--- config.mk ---
export PLATFORM = sky130hd
export DESIGN_NAME = dual_ram_param
export DESIGN_NICKNAME = d
export VERILOG_FILES = /design/src/rtl/dual_ram_pkg.sv /design/src/rtl/dual_ram_core.sv /design/src/rtl/dual_ram_param.sv
export SDC_FILE = /design/constraint.sdc
export NUM_CORES = 1
export LEC_CHECK = 0
export ABC_CLOCK_PERIOD_IN_PS = 2400
export CAP_MARGIN = 5
export CORE_AREA = 2 2 136 138
export CTS_CLUSTER_DIAMETER = 60
export DETAILED_ROUTE_END_ITERATION = 8
export DIE_AREA = 0 0 138 140
export MAX_ROUTING_LAYER = met4
export PLACE_DENSITY = 0.6
export SYNTH_ARGS = -nofsm -noshare
export SYNTH_HDL_FRONTEND = slang
export SYNTH_SLANG_ARGS = --single-unit
--- constraint.sdc ---
create_clock -name clk -period 2.4 [get_ports clk]
set_clock_uncertainty 0.1 [all_clocks]
set_input_delay 0.72 -clock clk [delete_from_list [all_inputs] [get_ports clk]]
set_output_delay 0.72 -clock clk [all_outputs]
set_load 0.02 [all_outputs]
--- src/rtl/dual_ram_pkg.sv ---
// Shared types for the parametrised dual-port RAM.
package dual_ram_pkg;

   typedef enum logic {S_CLEAR, S_READY} ram_state_e;

endpackage

--- src/rtl/dual_ram_core.sv ---
// Bare storage array: one synchronous write port, one combinational read port, no reset.
module dual_ram_core #(
   parameter int unsigned DATA_W = 16,
   parameter int unsigned DEPTH  = 8,
   localparam int unsigned ADDR_W = $clog2(DEPTH)
) (
   input  logic              clk,
   input  logic              we,
   input  logic [ADDR_W-1:0] waddr,
   input  logic [DATA_W-1:0] wdata,
   input  logic [ADDR_W-1:0] raddr,
   output logic [DATA_W-1:0] rdata_c
);

   logic [DATA_W-1:0] mem [DEPTH];

   always_ff @(posedge clk) begin
      if (we) mem[waddr] <= wdata;
   end

   assign rdata_c = mem[raddr];

endmodule

--- src/rtl/dual_ram_param.sv ---
// Dual-port RAM with registered read, write-first bypass and a hardware clear sequencer
// that zeroes every entry after reset or on a clr request.
module dual_ram_param
   import dual_ram_pkg::*;
#(
   parameter int unsigned DATA_W = 16,
   parameter int unsigned DEPTH  = 8,
   parameter int unsigned ADDR_W = $clog2(DEPTH)
) (
   input  logic              clk,
   input  logic              reset,
   input  logic              clr,
   input  logic              wr_en,
   input  logic [ADDR_W-1:0] wr_addr,
   input  logic [DATA_W-1:0] wr_data,
   input  logic              rd_en,
   input  logic [ADDR_W-1:0] rd_addr,
   output logic [DATA_W-1:0] rd_data,
   output logic              rd_valid,
   output logic              busy
);

   // One extra bit so a power-of-two DEPTH is representable in the range compare.
   localparam logic [ADDR_W:0]   DEPTH_X = (ADDR_W+1)'(DEPTH);
   localparam logic [ADDR_W-1:0] LAST    = ADDR_W'(DEPTH - 1);

   ram_state_e        state;
   logic [ADDR_W-1:0] clr_ptr;

   logic              clearing_c;
   logic              accept_c;
   logic              wr_ok_c;
   logic              rd_in_c;
   logic              bypass_c;
   logic              mem_we_c;
   logic [ADDR_W-1:0] mem_waddr_c;
   logic [DATA_W-1:0] mem_wdata_c;
   logic [DATA_W-1:0] mem_rdata_c;

   assign clearing_c  = (state == S_CLEAR);
   assign accept_c    = (state == S_READY) && !clr;
   assign wr_ok_c     = wr_en && ({1'b0, wr_addr} < DEPTH_X);
   assign rd_in_c     = ({1'b0, rd_addr} < DEPTH_X);
   assign bypass_c    = wr_ok_c && rd_in_c && (rd_addr == wr_addr);

   // Clear sequencer owns the write port while it runs.
   assign mem_we_c    = clearing_c || (accept_c && wr_ok_c);
   assign mem_waddr_c = clearing_c ? clr_ptr : wr_addr;
   assign mem_wdata_c = clearing_c ? '0 : wr_data;

   dual_ram_core #(
      .DATA_W (DATA_W),
      .DEPTH  (DEPTH)
   ) u_core (
      .clk     (clk),
      .we      (mem_we_c),
      .waddr   (mem_waddr_c),
      .wdata   (mem_wdata_c),
      .raddr   (rd_addr),
      .rdata_c (mem_rdata_c)
   );

   // Control FSM plus read-data registers.
   always_ff @(posedge clk or posedge reset) begin
      if (reset) begin
         state    <= S_CLEAR;
         clr_ptr  <= '0;
         busy     <= 1'b1;
         rd_data  <= '0;
         rd_valid <= 1'b0;
      end else begin
         rd_valid <= 1'b0;
         case (state)
            S_CLEAR: begin
               if (clr_ptr == LAST) begin
                  state   <= S_READY;
                  busy    <= 1'b0;
                  clr_ptr <= '0;
               end else begin
                  clr_ptr <= clr_ptr + ADDR_W'(1);
               end
            end
            S_READY: begin
               if (clr) begin
                  state   <= S_CLEAR;
                  busy    <= 1'b1;
                  clr_ptr <= '0;
               end else if (rd_en) begin
                  rd_valid <= 1'b1;
                  if (bypass_c)     rd_data <= wr_data;
                  else if (rd_in_c) rd_data <= mem_rdata_c;
                  else              rd_data <= '0;
               end
            end
         endcase
      end
   end

endmodule

==> results of run 1 <==
==> power by group through the flow <==
stage | sequential, mW | clock (mW) | combinational [mW]
after floorplan | 4.53 | 0 | 1.51
after global placement | 4.44 | 0 | 2.85
after detailed placement | 4.50 | 0 | 2.91
after CTS | 4.46 | 2.67 | 2.91
after global routing | 4.54 | 2.77 | 3.11
final | 4.44 | 2.62 | 2.86
==> metrics by stage <==
stage	cell area [um^2]	worst slack (ns)	total power, mW	cells	setup TNS [ns]
after global routing	7670	0.0139	10.4	649	0
final	7670	0.108	9.93	649	0
after global placement	7080	-0.282	7.28	617	-21.58
after floorplan	6120	-0.0459	6.03	321	-2.94
after detailed placement	7080	-0.348	7.40	617	-26.58
after CTS	7670	0.0842	10.0	649	0
==> layout by cell type (no fill, tap or decap), types with 16 or more instances in the layout <==
cell type / instances
nor2_1: 27
dfrtp_1: 21
nand2_1: 20
inv_1: 19
clkbuf_16: 17
a221oi_2: 16
mux2i_1: 16
mux4_2: 32
clkdlybuf4s50_1: 42
buf_4: 35
edfxtp_1: 128
==> synthesized netlist by cell type (all sizes together) (8+ instances only) <==
cell and number:
a221oi 16, buf 8, clkbuf 8, dfrtp 21, edfxtp 128, inv 21
mux2i 18, mux4 32, nand2 20, nor2 27
==> sequential cells by signal, indices dropped and copies added (netlist names) <==
name,count
u_core.mem,128
rd_data,16
clr_ptr,3
busy,1
rd_valid,1
state,1
==> routing by layer <==
layer,global-route usage,part of all wire
met1,0.195,0.44
met2,0.247,0.51
met3,0.0321,0.036
met4,0.0580,0.017
met5,-,0
==> layout make-up <==
class | count | area, um^2 | share of cell area
clock buffers | 20 | 447 | 0.0582
well taps | 229 | 287 | 0.0374
inverters | 21 | 78.8 | 0.0103
multi-input cells | 134 | 1540 | 0.201
flip-flops and latches | 150 | 4400 | 0.573
clock inverters | 12 | 143 | 0.0186
repair buffers | 83 | 777 | 0.101
==> worst reg2reg max path: cells and delay by family (launching register included) <==
kind / cells / cell delay (ns)
AO/OA/AOI/OAI: 2 / 0.30
buffers and inverters: 1 / 0.17
flip-flops: 1 / 0.64
AND/OR/NAND/NOR: 2 / 0.74
==> timing repair <==
action	4_1_cts	5_1_grt
hold endpoints to repair	0	0
setup endpoints to repair	1	0
resized for setup	1	0
==> logic make-up after synthesis <==
kind of cell | count (synthesis) | synth area share
flip-flops | 150 | 0.718
AND/OR/NAND/NOR | 55 | 0.0397
multiplexers | 50 | 0.148
buffers and inverters | 37 | 0.0298
AO/OA/AOI/OAI | 25 | 0.0546
XOR/XNOR | 2 | 0.00531
adder cells (fa/ha/maj) | 2 | 0.00409
==> how the worst min path moves through the flow <==
stage | start | endpoint | cells past startpoint
after global routing | busy | busy | 2
after floorplan | busy | busy | 2
after CTS | busy | busy | 2
after detailed placement | busy | busy | 2
final | busy | busy | 2
after global placement | busy | busy | 2
==> results_dict.tcl, run 1 <==
set metrics [dict create \
    ys.flop_type "edfxtp_1" \
    maxCapViolCount 0 \
    clk_pin_slew_ns 0.06 \
    p_per_area_nw_per_um2 1290 \
    die_h_um 140 \
    r2r-start "state" \
    critPathRequiredTime_ns 2.59 \
    io_pins 45 \
    synth_edf_count 128 \
    whs_ns 0.381 \
    antenna_found_initial 0 \
    post-route-min-period_ns 2.29 \
    ys_seq_area_frac 0.718 \
    fmax_ghz 0.436 \
    numCtsBuffers 17 \
    arrival_ns 2.48 \
    netlist_area_um2 6120 \
    ys_types 31 \
    wire_per_inst_um 20.9 \
    outcome "complete, no violations" \
    post_cts_buffers 0 \
    rsz0062_at_grt "false" \
    worstRegToRegCells 5 \
    port_buffers 44 \
    tritoncts "built" \
    hold_class "reg2reg" \
    gp_congestion 0.723 \
    yosys_warnings 0 \
    fin_crit_sh 0.955 \
    dp_hpwl_mm 9.12 \
    crit_end "rd_data[15]" \
    cp-startpoint "clr" \
    final_core_util 0.431 \
    drc 0 \
    critPathSlowestCell "clkdlybuf4s50_1" \
    antennaDiodeCount 0 \
    r2r_slack_ns 0.31 \
    start_kind "primary input" \
    slew_violations 0 \
    row_count 49 \
    grt_overflow_total 0 \
    die_area_um2 19300 \
    cp.depth 6 \
    syn_area_per_cell_um2 19.1 \
    grt_max_degree 23 \
    viasPerCell 4.89 \
    cts_sinks 150 \
    power_frac_comb 0.288 \
    cts_buffer_depth 2 \
    pwr-share-clk 0.264 \
    max_slew_margin 0.678 \
    p_seq_frac 0.448 \
    coreArea_um2 17800 \
    grt_pass1_vias 3509 \
    synthToLayoutAreaGrowth_pct 25.3 \
    critPathCaptureType "register" \
    irDropWorstVdd_mv 0.783 \
    wirelength_mm 13.6 \
    worst-setup-path-type "in2reg" \
    cp_top_family "simple AND/OR/NAND/NOR gates" \
    critPathMaxStageDelay_ns 0.50 \
    initial_utilization 0.344 \
    cts_root_buffer "clkbuf_16" \
    setup_viol_count_final 0 \
    postRouteAntennaNets 0 \
    die_x_um 138 \
    fillerInstances 1541 \
    internal_power_mw 6.86 \
    vias 3176 \
    synthesis.nets 350 \
    cp_max_fo 16 \
    path_cells "clkdlybuf4s50_1 -> nor4bb_1 -> buf_4 -> o32a_4 -> and4_4 -> a221oi_2" \
    synthTopCellsByArea "edfxtp_1 (63%), mux4_2 (12%), dfrtp_1 (8.6%), a221oi_2 (3.9%), mux2i_1 (2.6%)" \
    clock_latency_ns 0.43 \
    final_layout_size_suffix_gt1_frac 0.307 \
    synthCells 321 \
    worst_pin_slew_ns 0.483 \
    nets 436 \
    drtIter0Drc 191 \
    r2r_end "rd_data[15]" \
    p_leak_nw 2.86 \
    ys_ff_latch 150 \
    htreeDepth 4 \
    p_sw_mw 3.07 \
    grt_first_pass_wirelength_mm 21.1 \
    async_reset_ff_frac 0.147 \
    p_sw_frac 0.309 \
    drt_pass1_iterations 4 \
    groute.usage.overall 0.154 \
    postCtsHoldBufs 0 \
    yosysTopAreaCell "edfxtp_1" \
    synth.top_cell.area_share 0.628 \
    hold_violations 0 \
    critPathBufInv 2 \
]
Note: power is estimated with default switching activity, not from simulation.
==> inputs of run 2 (changes only) <==
--- a/config.mk
+++ b/config.mk
@@ -5,14 +5,15 @@
 export SDC_FILE = /design/constraint.sdc
 export NUM_CORES = 1
 export LEC_CHECK = 0
-export ABC_CLOCK_PERIOD_IN_PS = 2400
+export ABC_CLOCK_PERIOD_IN_PS = 2800
 export CAP_MARGIN = 5
-export CORE_AREA = 2 2 136 138
+export CORE_AREA = 2 2 105 107
 export CTS_CLUSTER_DIAMETER = 60
 export DETAILED_ROUTE_END_ITERATION = 8
-export DIE_AREA = 0 0 138 140
+export DIE_AREA = 0 0 107 109
+export DONT_BUFFER_PORTS = 1
 export MAX_ROUTING_LAYER = met4
-export PLACE_DENSITY = 0.6
+export PLACE_DENSITY = 0.83
 export SYNTH_ARGS = -nofsm -noshare
 export SYNTH_HDL_FRONTEND = slang
 export SYNTH_SLANG_ARGS = --single-unit
==> constraint.sdc (replaced) <==
create_clock -name clk -period 2.8 [get_ports clk]
set_clock_uncertainty 0.1 [all_clocks]
set_input_delay 0.84 -clock clk [delete_from_list [all_inputs] [get_ports clk]]
set_output_delay 0.84 -clock clk [all_outputs]
set_load 0.02 [all_outputs]
==> results_dict.tcl, run 2 (synthesis gave the netlist of run 1 again) <==
set metrics [dict create \
    outcome "complete, no violations" \
    dp_slack_ns 0.183 \
    grt_first_pass_wirelength_mm 18.8 \
    hold_violations 0 \
    drt_pass1_iterations 5 \
    p_leak_nw 2.53 \
    cp.depth 5 \
    vias 3061 \
    synthToLayoutAreaGrowth_pct 12.6 \
    setup_tns_ns 0 \
    die_area_um2 11700 \
    cp_max_fo 16 \
    critPathMaxStageDelay_ns 0.76 \
    grt_max_degree 34 \
    max_slew_margin 0.358 \
    setup_viol_count_final 0 \
    wirelength_mm 12.3 \
    htreeDepth 4 \
    fin_ws_ns 0.113 \
    drtIter0Drc 281 \
    post-route-min-period_ns 2.69 \
    cts_sinks 150 \
    irDropWorstVdd_mv 0.483 \
    groute.usage.overall 0.241 \
    start_kind "register" \
    critPathSlowestCell "dfrtp_1" \
    final_cell_mix "edfxtp_1 (128), mux4_2 (32), nor2_1 (27)" \
    die_x_um 107 \
    grt_pass1_vias 3234 \
    critPathRequiredTime_ns 3.05 \
    viasPerCell 6.22 \
    port_buffers 0 \
    critPathBufInv 1 \
    worst-setup-path-type "reg2reg" \
    final_common_cell "edfxtp_1" \
    rsz0062_at_grt "false" \
    post_cts_resized 0 \
    fmax_ghz 0.372 \
    worstRegToRegCells 5 \
    antennaDiodeCount 0 \
    critPathCaptureType "register" \
    row_count 38 \
    initial_utilization 0.577 \
    dp_hpwl_mm 6.93 \
    cts_buffer_depth 2 \
    numCtsBuffers 17 \
    io_pins 45 \
    postCtsHoldBufs 0 \
    clk_pin_slew_ns 0.06 \
    fin_crit_sh 0.960 \
    arrival_ns 2.94 \
    regMostFlops "u_core.mem" \
    post_cts_buffers 0 \
    slew_violations 0 \
    grt_overflow_total 0 \
    tritoncts "built" \
    antenna_found_initial 0 \
    cts_root_buffer "clkbuf_8" \
    clock_latency_ns 0.53 \
    largest_register_ffs 128 \
    cp_top_family "compound AO/OA/AOI/OAI gates" \
    p_per_area_nw_per_um2 1170 \
    postRouteAntennaNets 0 \
    nets 368 \
    wire_per_inst_um 25.0 \
    die_h_um 109 \
    final_core_util 0.650 \
    path_cells "buf_4 -> nor2b_1 -> o32a_4 -> a31oi_4 -> a221oi_2" \
    gp_congestion 0.831 \
    maxCapViolCount 0 \
    drc 0 \
    final_layout_size_suffix_gt1_frac 0.290 \
    worst_pin_slew_ns 0.963 \
    hold_class "in2async" \
    coreArea_um2 10600 \
    reg.largest.list "u_core.mem x128, rd_data x16, clr_ptr x3" \
]
run 2: changes by cell type in the layout (fill, tap and decap cells not counted), sizes merged:
cell           before  now
buf                40   15
bufinv              2    3
clkbuf             20   18
clkdlybuf4s50      42    0
clkinv              5    6
clkinvlp            1    4
dlygate4sd2         1    0
inv                25   22
run 2: power breakdown:
group,switching [mW],total [mW],internal (mW)
Sequential,0.495,4.00,3.51
Combinational,1.15,1.85,0.706
Clock,0.833,2.18,1.35
run 2: final cells by class:
cell class | count | area (um^2)
repair buffers | 15 | 125
well taps | 140 | 175
multi-input cells | 134 | 1540
clock inverters | 14 | 159
inverters | 21 | 78.8
flip-flops and latches | 150 | 4400
fillers | 661 | 3710
clock buffers | 18 | 418
run 2: metal layers:
layer,up-vias,GRT usage,routed length (um)
li1,1301,-,-
met1,1567,0.297,4760
met2,168,0.376,6240
met3,25,0.0628,1030
met4,0,0.121,275
met5,-,-,0
run 2: worst paths after layout:
| path | from | endpoint | slack [ns] |
|---|---|---|---|
| max | state | rd_data[5] | 0.11 |
| min | reset | rd_data[11] | 0.21 |
| max reg2reg | state | rd_data[5] | 0.11 |
| min reg2reg | busy | busy | 0.45 |
| max in group asynchronous | reset | rd_data[10] | 1.78 |
| min in group clk | clr | clr_ptr[1] | 0.29 |
run 2: metrics by stage:
step	hold slack (ns)	total power [mW]	area, um^2	std cells
global placement	0.420	5.71	6320	460
detailed placement	0.451	5.85	6320	460
floorplan	0.405	5.17	6120	321
finish	0.205	8.03	6890	492
CTS	0.212	8.07	6890	492
global route	0.255	8.36	6890	492
